$ cat src/rtl/rf_access_arbiter.sv
// rf_access_arbiter
//   Shares the single register-file port between two requesters:
//   port 0 = system command controller, port 1 = background config/scan engine.
//   Round-robin grant, one outstanding access at a time. Read data is routed
//   back to the requester that issued the read. All outputs are registered.
//
// Ports
//   CLK, RST             reference clock, synchronous active-low reset
//   reqN_valid/wr/addr/wdata  (N=0,1) request, held with its fields until reqN_ack
//   reqN_ack             one-cycle pulse: request issued to the register file
//   rspN_data/rspN_valid read response for requester N (data holds between pulses)
//   Address, WrEn, RdEn, WrData   register-file command side
//   RdData, RdData_Valid          register-file read return
//   timeout_err          one-cycle pulse: read response timed out
//
// Configuration
//   RF_ARB_TIMEOUT_EN    when defined, a read waiting TIMEOUT_CYC cycles without
//                        RdData_Valid completes with data 0 and timeout_err=1.
//                        When undefined, WAIT_RD waits indefinitely and
//                        timeout_err is tied 0.
module rf_access_arbiter #(
  parameter int DATA_WIDTH  = 8,
  parameter int ADDR        = 4
`ifdef RF_ARB_TIMEOUT_EN
  ,
  parameter int TIMEOUT_CYC = 16
`endif
) (
  input  logic                  CLK,
  input  logic                  RST,
  input  logic                  req0_valid,
  input  logic                  req0_wr,
  input  logic [ADDR-1:0]       req0_addr,
  input  logic [DATA_WIDTH-1:0] req0_wdata,
  output logic                  req0_ack,
  output logic [DATA_WIDTH-1:0] rsp0_data,
  output logic                  rsp0_valid,
  input  logic                  req1_valid,
  input  logic                  req1_wr,
  input  logic [ADDR-1:0]       req1_addr,
  input  logic [DATA_WIDTH-1:0] req1_wdata,
  output logic                  req1_ack,
  output logic [DATA_WIDTH-1:0] rsp1_data,
  output logic                  rsp1_valid,
  output logic [ADDR-1:0]       Address,
  output logic                  WrEn,
  output logic                  RdEn,
  output logic [DATA_WIDTH-1:0] WrData,
  input  logic [DATA_WIDTH-1:0] RdData,
  input  logic                  RdData_Valid,
  output logic                  timeout_err
);

  localparam logic [1:0] IDLE    = 2'd0;
  localparam logic [1:0] ISSUE   = 2'd1;
  localparam logic [1:0] WAIT_RD = 2'd2;

  logic [1:0]            state_q, state_d;
  logic                  last_q, last_d;    // port granted most recently
  logic                  owner_q, owner_d;  // port owning the current access
  logic [ADDR-1:0]       addr_q, addr_d;
  logic                  wren_q, wren_d;
  logic                  rden_q, rden_d;
  logic [DATA_WIDTH-1:0] wrdata_q, wrdata_d;
  logic                  ack0_q, ack0_d, ack1_q, ack1_d;
  logic                  rsp0_valid_q, rsp0_valid_d, rsp1_valid_q, rsp1_valid_d;
  logic [DATA_WIDTH-1:0] rsp0_data_q, rsp0_data_d, rsp1_data_q, rsp1_data_d;
  logic                  grant1;
  logic                  sel_wr;

`ifdef RF_ARB_TIMEOUT_EN
  localparam int CNT_W = ($clog2(TIMEOUT_CYC) < 4) ? 4 : $clog2(TIMEOUT_CYC);
  logic [CNT_W-1:0] cnt_q, cnt_d;
  logic             tout_q, tout_d;
`endif

  always_comb begin
    // NOTE: every signal gets a default before the case so no path leaves it
    // unassigned; a missing default here would infer a latch.
    state_d      = state_q;
    last_d       = last_q;
    owner_d      = owner_q;
    addr_d       = addr_q;
    wren_d       = 1'b0;
    rden_d       = 1'b0;
    wrdata_d     = '0;
    ack0_d       = 1'b0;
    ack1_d       = 1'b0;
    rsp0_valid_d = 1'b0;
    rsp1_valid_d = 1'b0;
    rsp0_data_d  = rsp0_data_q;
    rsp1_data_d  = rsp1_data_q;
    grant1       = 1'b0;
    sel_wr       = 1'b0;
`ifdef RF_ARB_TIMEOUT_EN
    cnt_d        = cnt_q;
    tout_d       = 1'b0;
`endif

    case (state_q)
      IDLE: begin
        if (req0_valid || req1_valid) begin
          // Port 1 wins when it is alone, or on a tie when port 0 won last.
          grant1   = req1_valid && (!req0_valid || !last_q);
          sel_wr   = grant1 ? req1_wr : req0_wr;
          owner_d  = grant1;
          last_d   = grant1;
          addr_d   = grant1 ? req1_addr : req0_addr;
          wren_d   = sel_wr;
          rden_d   = !sel_wr;
          wrdata_d = sel_wr ? (grant1 ? req1_wdata : req0_wdata) : '0;
          ack0_d   = !grant1;
          ack1_d   = grant1;
          state_d  = ISSUE;
        end
      end

      ISSUE: begin
        // Registered WrEn still carries the latched access direction here.
        state_d = wren_q ? IDLE : WAIT_RD;
`ifdef RF_ARB_TIMEOUT_EN
        cnt_d   = '0;
`endif
      end

      WAIT_RD: begin
        if (RdData_Valid) begin
          if (owner_q) begin
            rsp1_data_d  = RdData;
            rsp1_valid_d = 1'b1;
          end else begin
            rsp0_data_d  = RdData;
            rsp0_valid_d = 1'b1;
          end
          state_d = IDLE;
        end
`ifdef RF_ARB_TIMEOUT_EN
        // Data arriving in the expiry cycle takes priority over the timeout.
        else if (cnt_q == CNT_W'(TIMEOUT_CYC - 1)) begin
          if (owner_q) begin
            rsp1_data_d  = '0;
            rsp1_valid_d = 1'b1;
          end else begin
            rsp0_data_d  = '0;
            rsp0_valid_d = 1'b1;
          end
          tout_d  = 1'b1;
          state_d = IDLE;
        end else begin
          cnt_d = cnt_q + 1'b1;
        end
`endif
      end

      default: state_d = IDLE;
    endcase
  end

  // NOTE: sequential state uses non-blocking assignments only, so every
  // register samples the pre-edge values computed above.
  always_ff @(posedge CLK) begin
    if (!RST) begin
      state_q      <= IDLE;
      last_q       <= 1'b1;  // port 0 wins the first tie
      owner_q      <= 1'b0;
      addr_q       <= '0;
      wren_q       <= 1'b0;
      rden_q       <= 1'b0;
      wrdata_q     <= '0;
      ack0_q       <= 1'b0;
      ack1_q       <= 1'b0;
      rsp0_valid_q <= 1'b0;
      rsp1_valid_q <= 1'b0;
      rsp0_data_q  <= '0;
      rsp1_data_q  <= '0;
`ifdef RF_ARB_TIMEOUT_EN
      cnt_q        <= '0;
      tout_q       <= 1'b0;
`endif
    end else begin
      state_q      <= state_d;
      last_q       <= last_d;
      owner_q      <= owner_d;
      addr_q       <= addr_d;
      wren_q       <= wren_d;
      rden_q       <= rden_d;
      wrdata_q     <= wrdata_d;
      ack0_q       <= ack0_d;
      ack1_q       <= ack1_d;
      rsp0_valid_q <= rsp0_valid_d;
      rsp1_valid_q <= rsp1_valid_d;
      rsp0_data_q  <= rsp0_data_d;
      rsp1_data_q  <= rsp1_data_d;
`ifdef RF_ARB_TIMEOUT_EN
      cnt_q        <= cnt_d;
      tout_q       <= tout_d;
`endif
    end
  end

  assign req0_ack   = ack0_q;
  assign req1_ack   = ack1_q;
  assign rsp0_valid = rsp0_valid_q;
  assign rsp1_valid = rsp1_valid_q;
  assign rsp0_data  = rsp0_data_q;
  assign rsp1_data  = rsp1_data_q;
  assign Address    = addr_q;
  assign WrEn       = wren_q;
  assign RdEn       = rden_q;
  assign WrData     = wrdata_q;
`ifdef RF_ARB_TIMEOUT_EN
  assign timeout_err = tout_q;
`else
  assign timeout_err = 1'b0;
`endif

endmodule

$ cat config.mk
export PLATFORM = sky130hd
export DESIGN_NAME = rf_access_arbiter
export DESIGN_NICKNAME = d
export VERILOG_FILES = /design/src/rtl/rf_access_arbiter.sv
export SDC_FILE = /design/constraint.sdc
export NUM_CORES = 1
export LEC_CHECK = 0
export CORE_UTILIZATION = 55
export DETAILED_ROUTE_END_ITERATION = 10
export DONT_BUFFER_PORTS = 1
export GPL_ROUTABILITY_DRIVEN = 0
export PLACE_DENSITY = 0.7
export SLEW_MARGIN = 20
export SYNTH_ARGS = -nofsm -noshare
export SYNTH_HDL_FRONTEND = slang
export SYNTH_SLANG_ARGS = --single-unit
$ cat constraint.sdc
create_clock -name CLK -period 1.7 [get_ports CLK]
set_input_delay 0.34 -clock CLK [delete_from_list [all_inputs] [get_ports CLK]]
set_output_delay 0.34 -clock CLK [all_outputs]
set_load 0.1 [all_outputs]
**Word-level counts from Yosys, hierarchy flattened**

Index checks and enable logic that the tools add are counted.

- $add $sub $neg: 0
- Multipliers: 0
- Divide/modulo/power cells: 0
- Magnitude comparators: 0
- Equal/unequal tests: 4
- Shifts and indexed selects: 0
- Muxes and demuxes: 9
- Bitwise gates (word level): 1
- Reduce and logical (&&, ||, !) cells: 15

Operators by type and width:

| operator | count |
|---|---|
| $reduce_and 3->1 | 4 |
| $mux 8 | 1 |
| $mux 2 | 3 |
| $pmux 2 s3 | 1 |
| $logic_not 1->1 | 4 |
| $mux 4 | 1 |
| $ne 2x2->1 const B | 2 |
| $reduce_and 2->1 | 2 |
| $reduce_and 4->1 | 1 |
| $mux 1 | 3 |
| $eq 2x1->1 const B | 1 |
| $eq 2x2->1 const B | 1 |
| $logic_not 2->1 | 1 |
| $logic_or 1x1->1 | 2 |
| $logic_and 1x1->1 | 1 |
| $not 1->1 | 1 |

- Register bits after elaboration: 38
- Bits in latches: 0
- Memory bits (writable): 0
- Memory bits (read-only): 0
- Input port bits: 39
- Output and inout port bits: 35
- Word-level logic and storage cells: 42
- Memories kept: 0

**Longest topological paths before layout**

Gate-level depths: netlist (run 1).

- Depth after elaboration: 5
- Depth in mapped cells: 5

**Worst setup path after synthesis (run 1)**

OpenSTA, ideal clock, no wires.

- Path kind: reg2reg
- Start point: register, netlist name Address[0]
- End point: register addr_q[0] (netlist: Address[0])
- Library setup time: 0.091 ns
- Data arrival time: 1.241 ns
- Data required time: 1.609 ns
- Setup slack: 0.368 ns
- Cell stages (with the launch flop): 3
- Buffers on the path: 0
- Period minus slack after synthesis: 1.332 ns
- Cell sequence: dfxtp_1 a21oi_1 a311oi_1

RTL lines:

| what | line | text |
|---|---|---|
| end signal: assignment | 184 | `addr_q <= addr_d;` |
| end: declaration | 61 | `logic [ADDR-1:0] addr_q, addr_d;` |

**Worst setup path after layout (run 1)**

- Start point: register state_q[1]
- End point: register rden_q (netlist: RdEn)

- Cells in the longest elaborated chain, start to end: 2

Ends and longest elaborated chain:

| what | line | text |
|---|---|---|
| start: declaration | 58 | `logic [1:0] state_q, state_d;` |
| start signal: assignment | 181 | `state_q <= state_d;` |
| $logic_not 2->1 | 100 | `case (state_q)` |
| $reduce_and 3->1 (no line) | -- |  |
| end signal: assignment | 186 | `rden_q <= rden_d;` |
| end: declaration | 63 | `logic rden_q, rden_d;` |

No other way between the ends.
A chain may end at the register's enable or synchronous reset.

==> run metrics, run 1 <==
number of placement rows=18; outcome=complete, no violations; iteration-0 DRC count of the detailed router=30; die outline area=2870 sq um; area of the mapped netlist=1460 sq um; Total Routing Usage GR=23.0%; Nets=229; post-DR vias/cell=5.79; slew of the pin with the lowest slew margin=494 ps; WL final=3.24 mm; cells after synthesis=159; final setup violation count=0; startpoint of the most critical setup path=state_q[1]; Worst R2R Setup Slack=370 ps; CTS tree=done; number of warnings issued by yosys=0; hold buffer count at CTS=0; power consumption=2.19 mW; Setup TNS=0 ps; sinks on the clock net=38; Leakage=0.771 nW; average wire per standard cell=14.6 um; WP data required=1950 ps; setup repair after global routing missed its margin=no; Synth Area per Inst=9.21 sq um; worst-case hold slack=91.6 ps; number of buffers created by CTS=5; count of input and output buffers=0; post-synthesis sequential area ratio=52.0%; layout cell share with drive strength beyond 1=30.4%; capture instance of the worst register-to-register path=RdEn; termination of the worst setup path=RdEn; initial antenna violation count=0; horizontal die dimension=53.6 um; async set-reset flop share out of synthesis=0%; clock slew at the register clock pins of the worst setup and hold paths=120 ps; Clk Latency, worst-skew pair=340 ps; number of setup buffers added after CTS=0; peak ir drop on the vdd network=0.863 mV; post-synthesis cell type count=29; detailed-routing iteration count for the pre-antenna-repair pass=4; total number of vias=1,279; die height=53.6 um; element type at the critical path start=register; critical path arrival=1580 ps; fillcell total=201; max-capacitance violation count=0; top achievable clock speed=752 MHz; ports placed on the boundary=74; worst min-delay path class=input port to register; H-tree depth=2; floorplan core area=2500 sq um; PD cells=1220 nW/um^2; final setup margin=369 ps; grt total ovfl=0; initial core utilization=58.6%; area grow syn2layout=22.7%; DP Wirelength=2.34 mm; Worst R2R Start=state_q[1]; Post-synth EDFFs=0; Clock Tree Root=sky130_fd_sc_hd__clkbuf_4; critical path start-end classification=register to register; post_cts resized=0; number of flip-flops and latches in the synthesized netlist=38; count of antenna-violating nets left after detailed routing=0; final hold viol count=0; Inserted Diodes=0; vias in the first global route=1,078; dominant synthesized flop cell=sky130_fd_sc_hd__dfxtp_1; first-pass GRT wire length=4.58 mm; minimum period implied by the final worst setup slack=1330 ps; Max-Slew Margin vs Limit=66.8%; largest net degree at the start of global routing=28; Tcrit/Tclk final=78.3%; maximum fanout encountered on the critical timing path=12; number of nets produced by synthesis=198; number of remaining DRC errors=0; maximum root-to-sink buffer count=2; number of pins exceeding their max-slew limit in the final report=0; Worst setup EP type=register; largest clock skew in the final design=10.1 ps; cell count of the worst reg-to-reg path=4; post-place setup slack=329 ps
-- Yosys cell counts, types with 2 or more instances --
master	count	area share, %
sky130_fd_sc_hd__nor2_1	8	2.1
sky130_fd_sc_hd__o21ai_2	8	4.8
sky130_fd_sc_hd__buf_2	2	0.68
sky130_fd_sc_hd__clkbuf_1	4	1.0
sky130_fd_sc_hd__a311oi_1	4	2.4
sky130_fd_sc_hd__nand3_1	32	11
sky130_fd_sc_hd__buf_4	4	2.1
sky130_fd_sc_hd__inv_1	2	0.51
sky130_fd_sc_hd__dfxtp_1	38	52
sky130_fd_sc_hd__nand2_1	17	4.4
sky130_fd_sc_hd__o21ai_0	8	2.7
sky130_fd_sc_hd__a21oi_1	15	5.1
-- power by group --
part           leakage [nW]  internal [mW]  total (mW)  switching [mW]
combinational         0.403         0.0943       0.441           0.347
sequential            0.309          0.932       0.956          0.0246
clock                0.0585          0.498       0.789           0.291
-- layout by cell type (no fill, tap or decap), types with 2 or more instances in the layout --
master	netlist	routed
sky130_fd_sc_hd__bufinv_16	0	2
sky130_fd_sc_hd__buf_4	4	36
sky130_fd_sc_hd__nand3_1	32	32
sky130_fd_sc_hd__a21oi_1	15	15
sky130_fd_sc_hd__o21ai_0	8	8
sky130_fd_sc_hd__nand2_1	17	17
sky130_fd_sc_hd__o21ai_2	8	8
sky130_fd_sc_hd__nor2_1	8	8
sky130_fd_sc_hd__inv_1	2	2
sky130_fd_sc_hd__a311oi_1	4	4
sky130_fd_sc_hd__dfxtp_1	38	38
sky130_fd_sc_hd__clkbuf_4	0	5
-- worst max-delay path: stages (launching register included) --
cell and delay, ps:
sky130_fd_sc_hd__dfxtp_1 530, sky130_fd_sc_hd__nor2_4 100, sky130_fd_sc_hd__nand3_1 370, sky130_fd_sc_hd__inv_1 100, sky130_fd_sc_hd__and2_1 150
-- layout make-up --
cell class	instances	area, sq um	area share [%]
Timing Repair Buffer	36	270	15.0
Tap cell	30	37.5	2.09
Inverter	2	7.51	0.418
Multi-Input combinational cell	107	609	33.9
Clock inverter	2	60.1	3.34
Sequential cell	38	761	42.3
Clock buffer	6	51.3	2.86
-- kinds of logic (layout without fill, tap and decap cells) --
family                 after synthesis  in the layout  share of synthesized area [%]
buffers and inverters               14             46                           6.41
AOI/OAI and AO/OA                   39             39                           17.4
other                                1              1                          0.256
DFF                                 38             38                           52.0
muxes                                1              1                          0.684
and+or+nand+nor                     66             66                           23.3
-- per-layer routing --
metal | track usage (%) | part of all wire, % | wire [um] | vias to the layer above
met5 | 0 | 0 | 0 | -
met1 | 21.5 | 37 | 1190 | 601
met3 | 7.06 | 7.0 | 226 | 6
li1 | - | - | - | 617
met4 | 11.8 | 1.9 | 63 | 0
met2 | 44.2 | 54 | 1750 | 55
-- per-stage QoR --
step	area [sq um]	utilization, %	cells
after floorplan	1460	-	159
after global placement	1690	67.4	213
after detailed placement	1690	67.4	213
after CTS	1800	71.9	221
after global routing	1800	71.9	221
final	1800	71.9	221
-- how the worst min path moves through the flow --
stage,startpoint,cells after the start,endpoint,slack (ps)
6_report,RST,1,last_q,90
2_1_floorplan,owner_q,2,owner_q,490
3_5_place_dp,RST,1,last_q,430
3_3_place_gp,RST,1,last_q,420
4_1_cts,RST,1,last_q,80
5_1_grt,RST,1,last_q,80
-- flip-flops by register name, indices dropped and copies added, names as in the netlist, 2 cells and up --
name / flops
rsp1_data: 8
Address: 4
WrData: 8
state_q: 2
rsp0_data: 8
Power figures use the tool's default switching activity.
==> inputs of run 2 (changes only) <==
CORE_UTILIZATION = 54   (was 55)
PLACE_DENSITY = 0.72   (was 0.7)
clock period = 1.2 ns   (was 1.7 ns; I/O delays follow)
==> run metrics, run 2 (same netlist as run 1, synthesis figures left out) <==
outcome=complete, but fails checks; failing checks=negative setup slack; end point of the worst hold path=rsp0_data[7]; final setup violation count=1; sinks on the clock net=38; first-pass GRT wire length=6.13 mm; number of pins exceeding their max-slew limit in the final report=0; critical path arrival=1510 ps; ports placed on the boundary=74; setup repair after global routing missed its margin=yes; Clock Tree Root=sky130_fd_sc_hd__clkbuf_4; clock share of power=21.8%; largest clock skew in the final design=8.97 ps; number of buffers created by CTS=5; horizontal die dimension=54.1 um; clock slew at the register clock pins of the worst setup and hold paths=110 ps; summed area of non-filler cells in the final layout=2320 sq um; critical path start-end classification=register to register; DRT met1 WL=1.54 mm; floorplan core area=2520 sq um; die outline area=2920 sq um; detailed route wirelength on metal3=266 um; fillcell total=84; worst-case hold slack=21.8 ps; top achievable clock speed=829 MHz; number of remaining DRC errors=0; Nets=237; Seq pwr share=49.1%; most common library cell in the layout ignoring fill and taps=sky130_fd_sc_hd__buf_12; post-place setup slack=10.4 ps; WL final=4.64 mm; maximum fanout encountered on the critical timing path=4; power consumption=2.86 mW; Inserted Diodes=0; Worst R2R Start=last_q; Placement Cell Area=2210 sq um; total number of vias=1,381; leading cell types in the layout, fill and taps excluded=37 x sky130_fd_sc_hd__buf_12, 31 x sky130_fd_sc_hd__nand3_1, 22 x sky130_fd_sc_hd__dfxtp_2; largest net degree at the start of global routing=28; Total Routing Usage GR=31.8%; minimum period implied by the final worst setup slack=1210 ps; PD cells=1230 nW/um^2; max-capacitance violation count=0; final setup margin=-5.87 ps; detailed-routing iteration count for the pre-antenna-repair pass=5; grt total ovfl=0; detailed route wirelength on metal2=2.70 mm; internal power consumption=1.85 mW; number of placement rows=18; number of placed cells counting well taps=218; worst min-delay path class=input port to register; maximum root-to-sink buffer count=2; initial antenna violation count=0; switching power of the nets=1.00 mW; die height=54.1 um; count of antenna-violating nets left after detailed routing=0; Comb pwr share=29.1%; Setup TNS=-5.87 ps; DP Wirelength=2.99 mm; cell count of the worst reg-to-reg path=4; area taken by multi-input logic gates=649 sq um; area grow syn2layout=58.7%; initial core utilization=58.0%; launch instance of the worst min-delay path=RST; average wire per standard cell=20.4 um; final hold viol count=0; share of the core filled with cells in the final layout=92.1%; DR top layer=met4; number of standard cells in the final layout excluding fillers=228; H-tree depth=2; post-DR vias/cell=6.06; layout cell share with drive strength beyond 1=44.9%; CTS tree=done; Sequential cell area=796 sq um; capture instance of the worst register-to-register path=RdEn; vias in the first global route=1,334; Switching Fraction=35.1%; peak ir drop on the vdd network=1.30 mV; count of input and output buffers=0; WP data required=1500 ps; Worst setup EP type=register; Worst Hold Path Cells=2; Clk Latency, worst-skew pair=350 ps; Worst R2R Setup Slack=-6 ps; Tcrit/Tclk final=100%; element type at the critical path start=register; iteration-0 DRC count of the detailed router=27; Leakage=0.944 nW
==> run 2: changes by cell type in the layout (fill, tap and decap cells not counted), sizes merged <==
cell         before  now
buf              36   42
dlygate4sd3       0    1
bufinv            2    0
nand4b            1    2
clkbuf            6    7
==> run 2: repair_timing <==
item,in CTS,in global routing
setup buffers,0,1
gates cloned,0,1
endpoints found under the setup margin,5,19
pin swaps,1,3
hold buffers,1,0
resized for setup,5,5
hold endpoints to repair,1,0
==> run 2: power groups by stage <==
stage | clock, mW | sequential [mW] | combinational (mW)
detailed placement | 0 | 1.42 | 0.796
global placement | 0 | 1.41 | 0.771
CTS | 0.621 | 1.40 | 0.808
floorplan | 0 | 1.73 | 0.202
finish | 0.623 | 1.40 | 0.832
global route | 0.669 | 1.41 | 0.858
==> run 2: final cells by class <==
| type | instances | share of cell area (%) |
|---|---|---|
| Sequential cell | 38 | 34.2 |
| Timing Repair Buffer | 43 | 33.9 |
| Multi-Input combinational cell | 108 | 27.9 |
| Clock buffer | 7 | 1.94 |
| Tap cell | 30 | 1.62 |
| Inverter | 2 | 0.323 |
==> run 2: worst max-delay path by stage <==
stage | end | start
finish | RdEn | last_q
global route | RdEn | last_q
CTS | WrData[1] | state_q[0]
detailed placement | Address[3] | last_q
global placement | rsp0_data[2] | state_q[1]
floorplan | RdEn | RdEn
==> run 2: critical path, cell delays in order, from the launching register on <==
cell and delay (ps):
sky130_fd_sc_hd__dfxtp_4 380, sky130_fd_sc_hd__a21boi_4 180, sky130_fd_sc_hd__buf_4 160, sky130_fd_sc_hd__mux2i_2 250, sky130_fd_sc_hd__and2_4 180
==> run 2: metal layers <==
layer	track usage [%]	vias to the layer above
li1	-	641
met1	27.6	650
met2	64.2	78
met3	9.32	12
met4	15.4	0
met5	0	-
==> inputs of run 3 (changes only) <==
CORE_UTILIZATION = 55   (was 54)
PLACE_DENSITY = 0.7   (was 0.72)
clock period = 1.4 ns   (was 1.2 ns; I/O delays follow)
==> run metrics, run 3 (same netlist as run 1, synthesis figures left out) <==
critical path start-end classification=register to primary output; largest net degree at the start of global routing=28; maximum fanout encountered on the critical timing path=2; Leakage=0.776 nW; layout cell share with drive strength beyond 1=30.7%; Nets=230; Clock Tree Root=sky130_fd_sc_hd__clkbuf_4; final hold viol count=0; post-DR vias/cell=5.54; number of placement rows=18; count of antenna-violating nets left after detailed routing=0; first-pass GRT wire length=4.57 mm; final setup violation count=0; minimum period implied by the final worst setup slack=1280 ps; total number of vias=1,230; number of pins exceeding their max-slew limit in the final report=0; sinks on the clock net=38; CTS tree=done; Clk Latency, worst-skew pair=340 ps; initial antenna violation count=0; top achievable clock speed=781 MHz; ports placed on the boundary=74; PD cells=1470 nW/um^2; grt total ovfl=0; WL final=3.06 mm; largest clock skew in the final design=7.92 ps; most common library cell in the layout ignoring fill and taps=sky130_fd_sc_hd__dfxtp_1; area taken by multi-input logic gates=609 sq um; average wire per standard cell=13.8 um; post_cts resized=0; horizontal die dimension=53.6 um; Critical Path Max Stage Delay=370 ps; Total Routing Usage GR=23.1%; detailed-routing iteration count for the pre-antenna-repair pass=4; max-capacitance violation count=0; peak ir drop on the vdd network=1.21 mV; fillcell total=201; number of setup buffers added after CTS=0; Setup TNS=0 ps; number of remaining DRC errors=0; Inserted Diodes=0; clock slew at the register clock pins of the worst setup and hold paths=100 ps; Tcrit/Tclk final=91.5%; critical path buffer and inverter count=1; DP Wirelength=2.21 mm; area grow syn2layout=23.2%; number of buffers created by CTS=5; die height=53.6 um; iteration-0 DRC count of the detailed router=25; Slowest cell on crit path=sky130_fd_sc_hd__dfxtp_1; hold buffer count at CTS=0; WP data required=1120 ps; count of input and output buffers=0; floorplan core area=2500 sq um; vias in the first global route=1,066; initial core utilization=58.6%; Sequential cell area=761 sq um; worst min-delay path class=input port to register; maximum root-to-sink buffer count=2; Largest delay share family, worst path=flip-flops; post-place setup slack=178 ps; Worst setup EP type=primary output; outcome=complete, no violations; element type at the critical path start=register; H-tree depth=2; final setup margin=119 ps; setup repair after global routing missed its margin=no; critical path arrival=1000 ps; leading cell types in the layout, fill and taps excluded=38 x sky130_fd_sc_hd__dfxtp_1, 37 x sky130_fd_sc_hd__buf_4, 32 x sky130_fd_sc_hd__nand3_1; critical-path cell list=buf_4; die outline area=2870 sq um
-- run 3: changes by cell type in the layout (fill, tap and decap cells not counted), moves of 2 or more --
cell and change:
sky130_fd_sc_hd__clkbuf_1 -2, sky130_fd_sc_hd__dfxtp_4 -2, sky130_fd_sc_hd__dfxtp_2 -22, sky130_fd_sc_hd__buf_12 -37, sky130_fd_sc_hd__dfxtp_1 +24, sky130_fd_sc_hd__bufinv_16 +2, sky130_fd_sc_hd__buf_4 +32
-- run 3: power by group --
part           internal, mW  total, mW  switching (mW)
registers              1.13       1.16          0.0332
logic                 0.118      0.533           0.415
clock network         0.605      0.952           0.347
-- run 3: stage by stage --
step           hold slack, ps  power, mW  std cells  util (%)  instance area, sq um
2_1_floorplan             427       1.65        159         -                  1460
3_3_place_gp              361       1.71        214      67.7                  1690
3_5_place_dp              367       1.72        214      67.7                  1690
4_1_cts                  10.4       2.67        222      72.2                  1800
5_1_grt                  21.9       2.76        222      72.2                  1800
6_report                 19.8       2.65        222      72.2                  1800
-- run 3: area by class of cell --
cell class,instances,share of cell area [%]
flip-flops and latches,38,42.2
multi-input cells,107,33.8
repair buffers,37,15.4
clock inverters,2,3.33
clock buffers,6,2.84
well taps,30,2.08
inverters,2,0.416
-- run 3: worst paths after layout --
check,from,endpoint,slack [ps],cells after the start
hold reg to reg,rsp1_data[3],rsp1_data[3],480,2
setup reg to reg,last_q,WrData[3],190,4
hold / removal,RST,last_q,20,1
setup / recovery,rsp1_data[2],rsp1_data[2],120,1
-- run 3: metal layers --
metal	share of wire, %	vias to the layer above	routed length (um)	GRT usage, %
li1	-	621	-	-
met1	38	542	1170	24.4
met2	52	62	1580	40.6
met3	9.0	5	274	10.2
met4	1.2	0	36	7.89
met5	0	-	0	0
